<file path="src/rtl/mx_scale_acc.sv">
`default_nettype none
// +------------------------------------------------------------------------+
// | Module   : mx_scale_acc                                                |
// | Purpose  : Streams FP32 lanes of one MX block, tracks the largest      |
// |            finite exponent plus NaN/Inf presence, and emits the E8M0   |
// |            shared scale for the block with a valid/ready handshake.    |
// | Revision : 1.0  initial release                                        |
// +------------------------------------------------------------------------+
module mx_scale_acc #(
  parameter int BLOCK_SIZE = 32,
  parameter int LANES      = 4,
  parameter int ELEM_EMAX  = 2
) (
  input  logic                  clk,
  input  logic                  rst_n,
  input  logic                  in_valid,
  output logic                  in_ready,
  input  logic [32*LANES-1:0]   in_data,
  output logic                  out_valid,
  input  logic                  out_ready,
  output logic [7:0]            out_scale,
  output logic                  out_nan,
  output logic                  out_inf
);

  localparam int              BEATS    = BLOCK_SIZE / LANES;
  localparam int              CNT_W    = (BEATS > 1) ? $clog2(BEATS) : 1;
  localparam logic [CNT_W-1:0] LAST_CNT = CNT_W'(BEATS - 1);
  localparam logic [7:0]      EMAX8    = 8'(ELEM_EMAX);

  localparam logic [0:0] S_ACCUM = 1'b0;
  localparam logic [0:0] S_HOLD  = 1'b1;

  // A block must split into a whole number of beats.
  generate
    if ((LANES < 1) || (BLOCK_SIZE < LANES) || ((BLOCK_SIZE % LANES) != 0)) begin : g_bad_cfg
      $error("mx_scale_acc: BLOCK_SIZE must be a positive multiple of LANES");
    end
  endgenerate

  // ---------------------------------------------------------------------
  // Per-lane field decode (sign bits are irrelevant to the scale)
  // ---------------------------------------------------------------------
  logic [7:0]       w_lane_exp [LANES];
  logic [LANES-1:0] w_lane_nan;
  logic [LANES-1:0] w_lane_inf;
  logic [LANES-1:0] w_unused_sign;

  generate
    for (genvar k = 0; k < LANES; k++) begin : g_lane
      assign w_lane_exp[k]    = in_data[32*k+23 +: 8];
      assign w_lane_nan[k]    = (&in_data[32*k+23 +: 8]) &  (|in_data[32*k +: 23]);
      assign w_lane_inf[k]    = (&in_data[32*k+23 +: 8]) & ~(|in_data[32*k +: 23]);
      assign w_unused_sign[k] = in_data[32*k+31];
    end
  endgenerate

  // ---------------------------------------------------------------------
  // State
  // ---------------------------------------------------------------------
  logic [0:0]       state_q, state_d;
  logic [7:0]       max_q,   max_d;
  logic             nan_q,   nan_d;
  logic             inf_q,   inf_d;
  logic [CNT_W-1:0] cnt_q,   cnt_d;
  logic [7:0]       scale_q, scale_d;
  logic             onan_q,  onan_d;
  logic             oinf_q,  oinf_d;

  logic [7:0] w_beat_max;
  logic [7:0] w_max_merged;
  logic       w_nan_merged;
  logic       w_inf_merged;
  logic       w_accept;
  logic       w_last;

  // Largest finite exponent in the current beat; exp 255 lanes are excluded.
  always_comb begin
    w_beat_max = 8'd0;
    for (int k = 0; k < LANES; k++) begin
      if ((w_lane_exp[k] != 8'hFF) && (w_lane_exp[k] > w_beat_max)) begin
        w_beat_max = w_lane_exp[k];
      end
    end
  end

  // Merge the incoming beat with the running accumulator so the final beat
  // is already included when the result is captured.
  always_comb begin
    w_max_merged = (w_beat_max > max_q) ? w_beat_max : max_q;
    w_nan_merged = nan_q | (|w_lane_nan);
    w_inf_merged = inf_q | (|w_lane_inf);
    w_accept     = in_valid & in_ready;
    w_last       = w_accept & (cnt_q == LAST_CNT);
  end

  // ---------------------------------------------------------------------
  // FSM: ACCUM (no result pending) / HOLD (result presented)
  // ---------------------------------------------------------------------

  // State register.
  always_ff @(posedge clk or negedge rst_n) begin
    if (!rst_n) begin
      state_q <= S_ACCUM;
    end else begin
      state_q <= state_d;
    end
  end

  // Next-state: a final beat always lands in HOLD, even while the previous
  // result is being consumed in the same cycle.
  always_comb begin
    state_d = state_q;
    case (state_q)
      S_ACCUM: begin
        if (w_last) state_d = S_HOLD;
      end
      S_HOLD: begin
        if (w_last)         state_d = S_HOLD;
        else if (out_ready) state_d = S_ACCUM;
      end
      default: state_d = S_ACCUM;
    endcase
  end

  // Outputs: accept a beat whenever no result is stuck waiting.
  always_comb begin
    out_valid = (state_q == S_HOLD);
    in_ready  = ~out_valid | out_ready;
    out_scale = scale_q;
    out_nan   = onan_q;
    out_inf   = oinf_q;
  end

  // ---------------------------------------------------------------------
  // Accumulator and result datapath
  // ---------------------------------------------------------------------

  // Next accumulator value: cleared after the final beat, else merged.
  always_comb begin
    max_d = max_q;
    nan_d = nan_q;
    inf_d = inf_q;
    cnt_d = cnt_q;
    if (w_last) begin
      max_d = 8'd0;
      nan_d = 1'b0;
      inf_d = 1'b0;
      cnt_d = '0;
    end else if (w_accept) begin
      max_d = w_max_merged;
      nan_d = w_nan_merged;
      inf_d = w_inf_merged;
      cnt_d = cnt_q + CNT_W'(1);
    end
  end

  // Scale encoding: NaN dominates Inf; otherwise the exponent is shifted
  // down by the element format's max exponent and floored at zero.
  always_comb begin
    scale_d = scale_q;
    onan_d  = onan_q;
    oinf_d  = oinf_q;
    if (w_last) begin
      onan_d = 1'b0;
      oinf_d = 1'b0;
      if (w_nan_merged) begin
        scale_d = 8'hFF;
        onan_d  = 1'b1;
      end else if (w_inf_merged) begin
        scale_d = 8'hFF;
        oinf_d  = 1'b1;
      end else if (w_max_merged <= EMAX8) begin
        scale_d = 8'd0;
      end else begin
        scale_d = w_max_merged - EMAX8;
      end
    end
  end

  // Accumulator and result registers.
  always_ff @(posedge clk or negedge rst_n) begin
    if (!rst_n) begin
      max_q   <= 8'd0;
      nan_q   <= 1'b0;
      inf_q   <= 1'b0;
      cnt_q   <= '0;
      scale_q <= 8'd0;
      onan_q  <= 1'b0;
      oinf_q  <= 1'b0;
    end else begin
      max_q   <= max_d;
      nan_q   <= nan_d;
      inf_q   <= inf_d;
      cnt_q   <= cnt_d;
      scale_q <= scale_d;
      onan_q  <= onan_d;
      oinf_q  <= oinf_d;
    end
  end

endmodule
`default_nettype wire

</file>
<file path="config.mk">
export PLATFORM = sky130hd
export DESIGN_NAME = mx_scale_acc
export DESIGN_NICKNAME = d
export VERILOG_FILES = /design/src/rtl/mx_scale_acc.sv
export SDC_FILE = /design/constraint.sdc
export NUM_CORES = 1
export LEC_CHECK = 0
export BUFFER_PORTS_ARGS = -buffer_cell sky130_fd_sc_hd__buf_2
export CORE_MARGIN = 2
export CORE_UTILIZATION = 50
export DETAILED_ROUTE_END_ITERATION = 12
export PLACE_DENSITY = 0.95
export SYNTH_ARGS = -nofsm -noshare
export SYNTH_HDL_FRONTEND = slang
export SYNTH_SLANG_ARGS = --single-unit
</file>
<file path="constraint.sdc">
create_clock -name clk -period 7.4 [get_ports clk]
set_input_delay 0.74 -clock clk [delete_from_list [all_inputs] [get_ports clk]]
set_output_delay 0.74 -clock clk [all_outputs]
set_load 0.02 [all_outputs]
</file>
==> run_results.csv, run 1 <==
group,metric,value,unit
floorplan,die_h,79.1,um
placement,pre_cts_ws,-0.835,ns
yosys,synth.cells.most_frequent,"nand2_1 (60), o21ai_0 (34), ha_1 (33)",
clocking,root_buffer,"clkbuf_8",
floorplan,dieWidth,79.1,um
yosys,synth_most_common_cell,"nand2_1",
yosys,synth_cells,360,
yosys,avgSynthCellArea,7.84,um2
floorplan,ioPinCount,144,
status,status,"did not finish",
status,stop_error,"[ERROR GRT-0116] Global routing finished with congestion. Check the congestion regions in the DRC Viewer.",
placement,placement.io_buffers,139,
yosys,yosysWarningCount,0,
yosys,synthesis.nets,525,
global_route,grt_pass1_vias,5836,
global_route,grt_use_total,0.708,
floorplan,rows,27,
yosys,ys_seq_area_frac,0.213,
clocking,numCtsBuffers,3,
yosys,synth.top_cell.area_share,0.213,
placement,dp_hpwl,9690,um
yosys,synth_seq_cells,24,
clocking,clock_sinks,24,
yosys,yosys-top-cells-area,"dfrtp_1 (21%), ha_1 (15%), nand2_1 (8.0%)",
floorplan,start_util,0.516,
yosys,synth-edff-count,0,
placement,place_inst,632,
yosys,yosysUniqueCellTypes,66,
global_route,gr-total-overflow,24,
clocking,max-clock-path-buffers,2,
yosys,async_flop_share,1.00,
status,haltStage,"global routing",
global_route,grt_pass1_wl,32900,um
yosys,syn_area,0.00282,mm2
global_route,grt_max_degree,25,
yosys,yosysTopAreaCell,"dfrtp_1",
clocking,htreeDepth,1,
yosys,synthFlopType,"dfrtp_1",
placement,gp_congestion,0.985,
[metrics by stage]
step / util / setup TNS, ns / hold WS [ns] / cell area (um2)
floorplan: - / -0.266 / 0.444 / 3080
global placement: 0.788 / -2.82 / 0.453 / 4310
detailed placement: 0.788 / -8.71 / 0.462 / 4310
CTS: 0.941 / -1.11 / 0.444 / 5150
[what timing repair did]
action	4_1_cts
setup buffers	37
resized for setup	76
endpoints found under the setup margin	14
cloned	3
hold buffers	0
pin swaps	35
[per-layer routing]
| metal | track usage | overflow |
|---|---|---|
| met2 | 0.915 | 12 |
| met5 | 0.0727 | 1 |
| met3 | 0.523 | 0 |
| met1 | 0.676 | 1 |
| met4 | 0.764 | 10 |
[cell families after synthesis]
family / count (synthesis) / synth area share
AOI/OAI and AO/OA: 109 / 0.285
xor gates and xnor gates: 3 / 0.00931
adders and majority gates: 33 / 0.146
buffers and inverters: 25 / 0.0363
DFF: 24 / 0.213
muxes: 3 / 0.0129
and+or+nand+nor: 163 / 0.297
==> inputs of run 2 (changes only) <==
--- a/config.mk
+++ b/config.mk
@@ -7,9 +7,9 @@
 export LEC_CHECK = 0
 export BUFFER_PORTS_ARGS = -buffer_cell sky130_fd_sc_hd__buf_2
 export CORE_MARGIN = 2
-export CORE_UTILIZATION = 50
+export CORE_UTILIZATION = 36
 export DETAILED_ROUTE_END_ITERATION = 12
-export PLACE_DENSITY = 0.95
+export PLACE_DENSITY_LB_ADDON = 0.15
 export SYNTH_ARGS = -nofsm -noshare
 export SYNTH_HDL_FRONTEND = slang
 export SYNTH_SLANG_ARGS = --single-unit
==> run_results.csv, run 2 <==
group,metric,value,unit
timing,setup_viol,8,
yosys,ys_seq_area_frac,0.213,
worst_setup_path,crit_type,"input pin to register",
yosys,yosysWarningCount,0,
clocking,clock_sinks,24,
status,violations,"setup timing",
yosys,async_flop_share,1.00,
yosys,syn_area,0.00282,mm2
yosys,synth_seq_cells,24,
worst_setup_path,start_kind,"input pin",
global_route,gr-total-overflow,0,
floorplan,ioPinCount,144,
timing,relSlewSlack,0.540,
worst_setup_path,crit_required,7.52,ns
layout,antenna_cells,0,
layout,fillers,659,
clocking,root_buffer,"clkbuf_8",
layout,synthToLayoutAreaGrowth,76.7,%
pwr,vdd_drop_max,0.000168,V
pwr,p_leak,2.30,nW
global_route,grt_pass1_vias,3426,
global_route,grt_pass1_wl,16000,um
detailed_routing,num_vias,3710,
flow_run,cap_violations,0,
status,status,"complete, but fails checks",
floorplan,coreArea,0.00765,mm2
detailed_routing,vias_per_cell,5.37,
global_route,antenna_found_initial,0,
yosys,yosysUniqueCellTypes,66,
pwr,power_density,349,mW/mm2
clocking,numCtsBuffers,3,
yosys,synthFlopType,"dfrtp_1",
floorplan,start_util,0.369,
layout,nets,755,
yosys,avgSynthCellArea,7.84,um2
floorplan,die_h,92.6,um
timing,min_period_over_period,1.03,
global_route,grt_use_total,0.227,
timing,setup_slack,-0.232,ns
layout,final_common_cell,"buf_2",
yosys,synthesis.nets,525,
detailed_routing,drt_iter0_markers,115,
clocking,insertion_delay,0.27,ns
clocking,clkTransAtPathRegs,0.09,ns
worst_setup_path,worstPathMaxFanout,8,
worst_setup_path,critical_path.endpoint_type,"register",
yosys,yosys-top-cells-area,"dfrtp_1 (21%), ha_1 (15%), nand2_1 (8.0%)",
layout,drive_gt1_frac,0.562,
yosys,synth_most_common_cell,"nand2_1",
timing,rsz0062_at_grt,"yes",
clocking,hold_buffers,0,
yosys,yosysTopAreaCell,"dfrtp_1",
yosys,synth.top_cell.area_share,0.213,
timing,finalClockSkew,0.00696,ns
placement,dp_hpwl,8140,um
floorplan,dieWidth,92.6,um
worst_setup_path,worst-endpoint-arrival,7.76,ns
layout,mostFrequentLayoutCells,"buf_2 (135), buf_4 (78), nand2_1 (49)",
timing,worst_pin_slew,0.687,ns
detailed_routing,antenna_left,0,
worst_setup_path,slowest_stage,"a211o_1",
detailed_routing,drcViolationCount,0,
yosys,synth-edff-count,0,
floorplan,die_area,0.00857,mm2
timing,final.min_clock_period,7.63,ns
placement,gp_congestion,0.906,
yosys,synth.cells.most_frequent,"nand2_1 (60), o21ai_0 (34), ha_1 (33)",
detailed_routing,first_pass_iters,4,
timing,fin_tns_setup,-1.57,ns
detailed_routing,avgRoutedWirePerCell,15.0,um
clocking,max-clock-path-buffers,2,
layout,fin_util,0.652,
global_route,grt_max_degree,25,
timing,hold_viol_final,0,
placement,placement.io_buffers,139,
hold_path,hold_path.class,"input pin to asynchronous set/reset pin",
clocking,htreeDepth,1,
worst_setup_path,cpPeakStageDelay,0.34,ns
timing,drv_slew,0,
timing,max_clock_freq,131,MHz
floorplan,rows,32,
worst_setup_path,cpMostUsedCell,"buf_6",
clocking,cts_tree,"built",
detailed_routing,routed_wl,10300,um
pwr,power.total,1.74,mW
yosys,synth_cells,360,
run 2: cell counts after synthesis:
Identical to the previous run, type by type.
run 2: repair_timing:
item / in CTS / in global routing
gates resized for setup: 17 / 62
gates cloned: 1 / 1
buffers inserted: 8 / 17
endpoints found under the setup margin: 8 / 16
pin swaps: 6 / 42
run 2: per-stage QoR:
step | hold WS, ns | cells | area (um2) | worst slack, ns
4_1_cts | 0.462 | 676 | 4600 | -0.0875
6_report | 0.441 | 691 | 4990 | -0.232
3_5_place_dp | 0.458 | 663 | 4370 | -0.479
2_1_floorplan | 0.444 | 360 | 3080 | -0.0912
3_3_place_gp | 0.450 | 663 | 4370 | -0.398
5_1_grt | 0.483 | 691 | 4990 | -0.587
run 2: cells by family (layout without fill, tap and decap cells):
group                    count (synthesis)  in the layout  synth area share
buffers and inverters                   25            253            0.0363
XOR/XNOR                                 3              3           0.00931
flip-flops                              24             24             0.213
AND/OR/NAND/NOR                        163            164             0.297
multiplexers                             3              3            0.0129
AO/OA/AOI/OAI                          109            109             0.285
adder cells (fa/ha/maj)                 33             33             0.146
run 2: worst paths after layout:
kind / startpoint / end / slack, ns / depth (start not counted)
worst max-delay path: in_data[25] / out_scale[4] / -0.23 / 43
worst min-delay path: rst_n / cnt_q[2] / 0.44 / 1
worst max register to register: out_valid / out_scale[7] / 4.47 / 8
worst min register to register: out_inf / out_inf / 0.48 / 2
max in group asynchronous: rst_n / out_scale[4] / 6.59 / 1
min in group clk: out_inf / out_inf / 0.48 / 2
run 2: routing by layer:
layer  global-route usage  wire, um  vias up
met3               0.0334       438       14
li1                     -         -     1848
met2                0.408      5360      105
met1                0.292      4400     1743
met4               0.0386       145        0
met5                    0         0        -
run 2: area by class of cell:
type                            instances  area, um2  share of cell area
Clock inverter                          1       30.0             0.00602
Inverter                               18       67.6              0.0135
Clock buffer                            3       41.3             0.00828
Tap cell                              102        128              0.0256
Sequential cell                        24        601               0.120
Multi-Input combinational cell        312       2640               0.528
Timing Repair Buffer                  231       1490               0.298
run 2: worst max-delay path: cells and delay by family:
kind,cells,cell delay (ns)
AOI/OAI and AO/OA,17,2.82
adders and majority gates,4,1.05
buffers and inverters,6,0.93
muxes,1,0.21
and+or+nand+nor,15,2.02
run 2: where the power goes:
group	leakage, nW	switching [mW]	internal (mW)
logic	1.96	0.724	0.677
registers	0.297	0.0365	0.187
clock network	0.0357	0.0442	0.0724
total	2.30	0.805	0.936
Power figures use the tool's default switching activity.
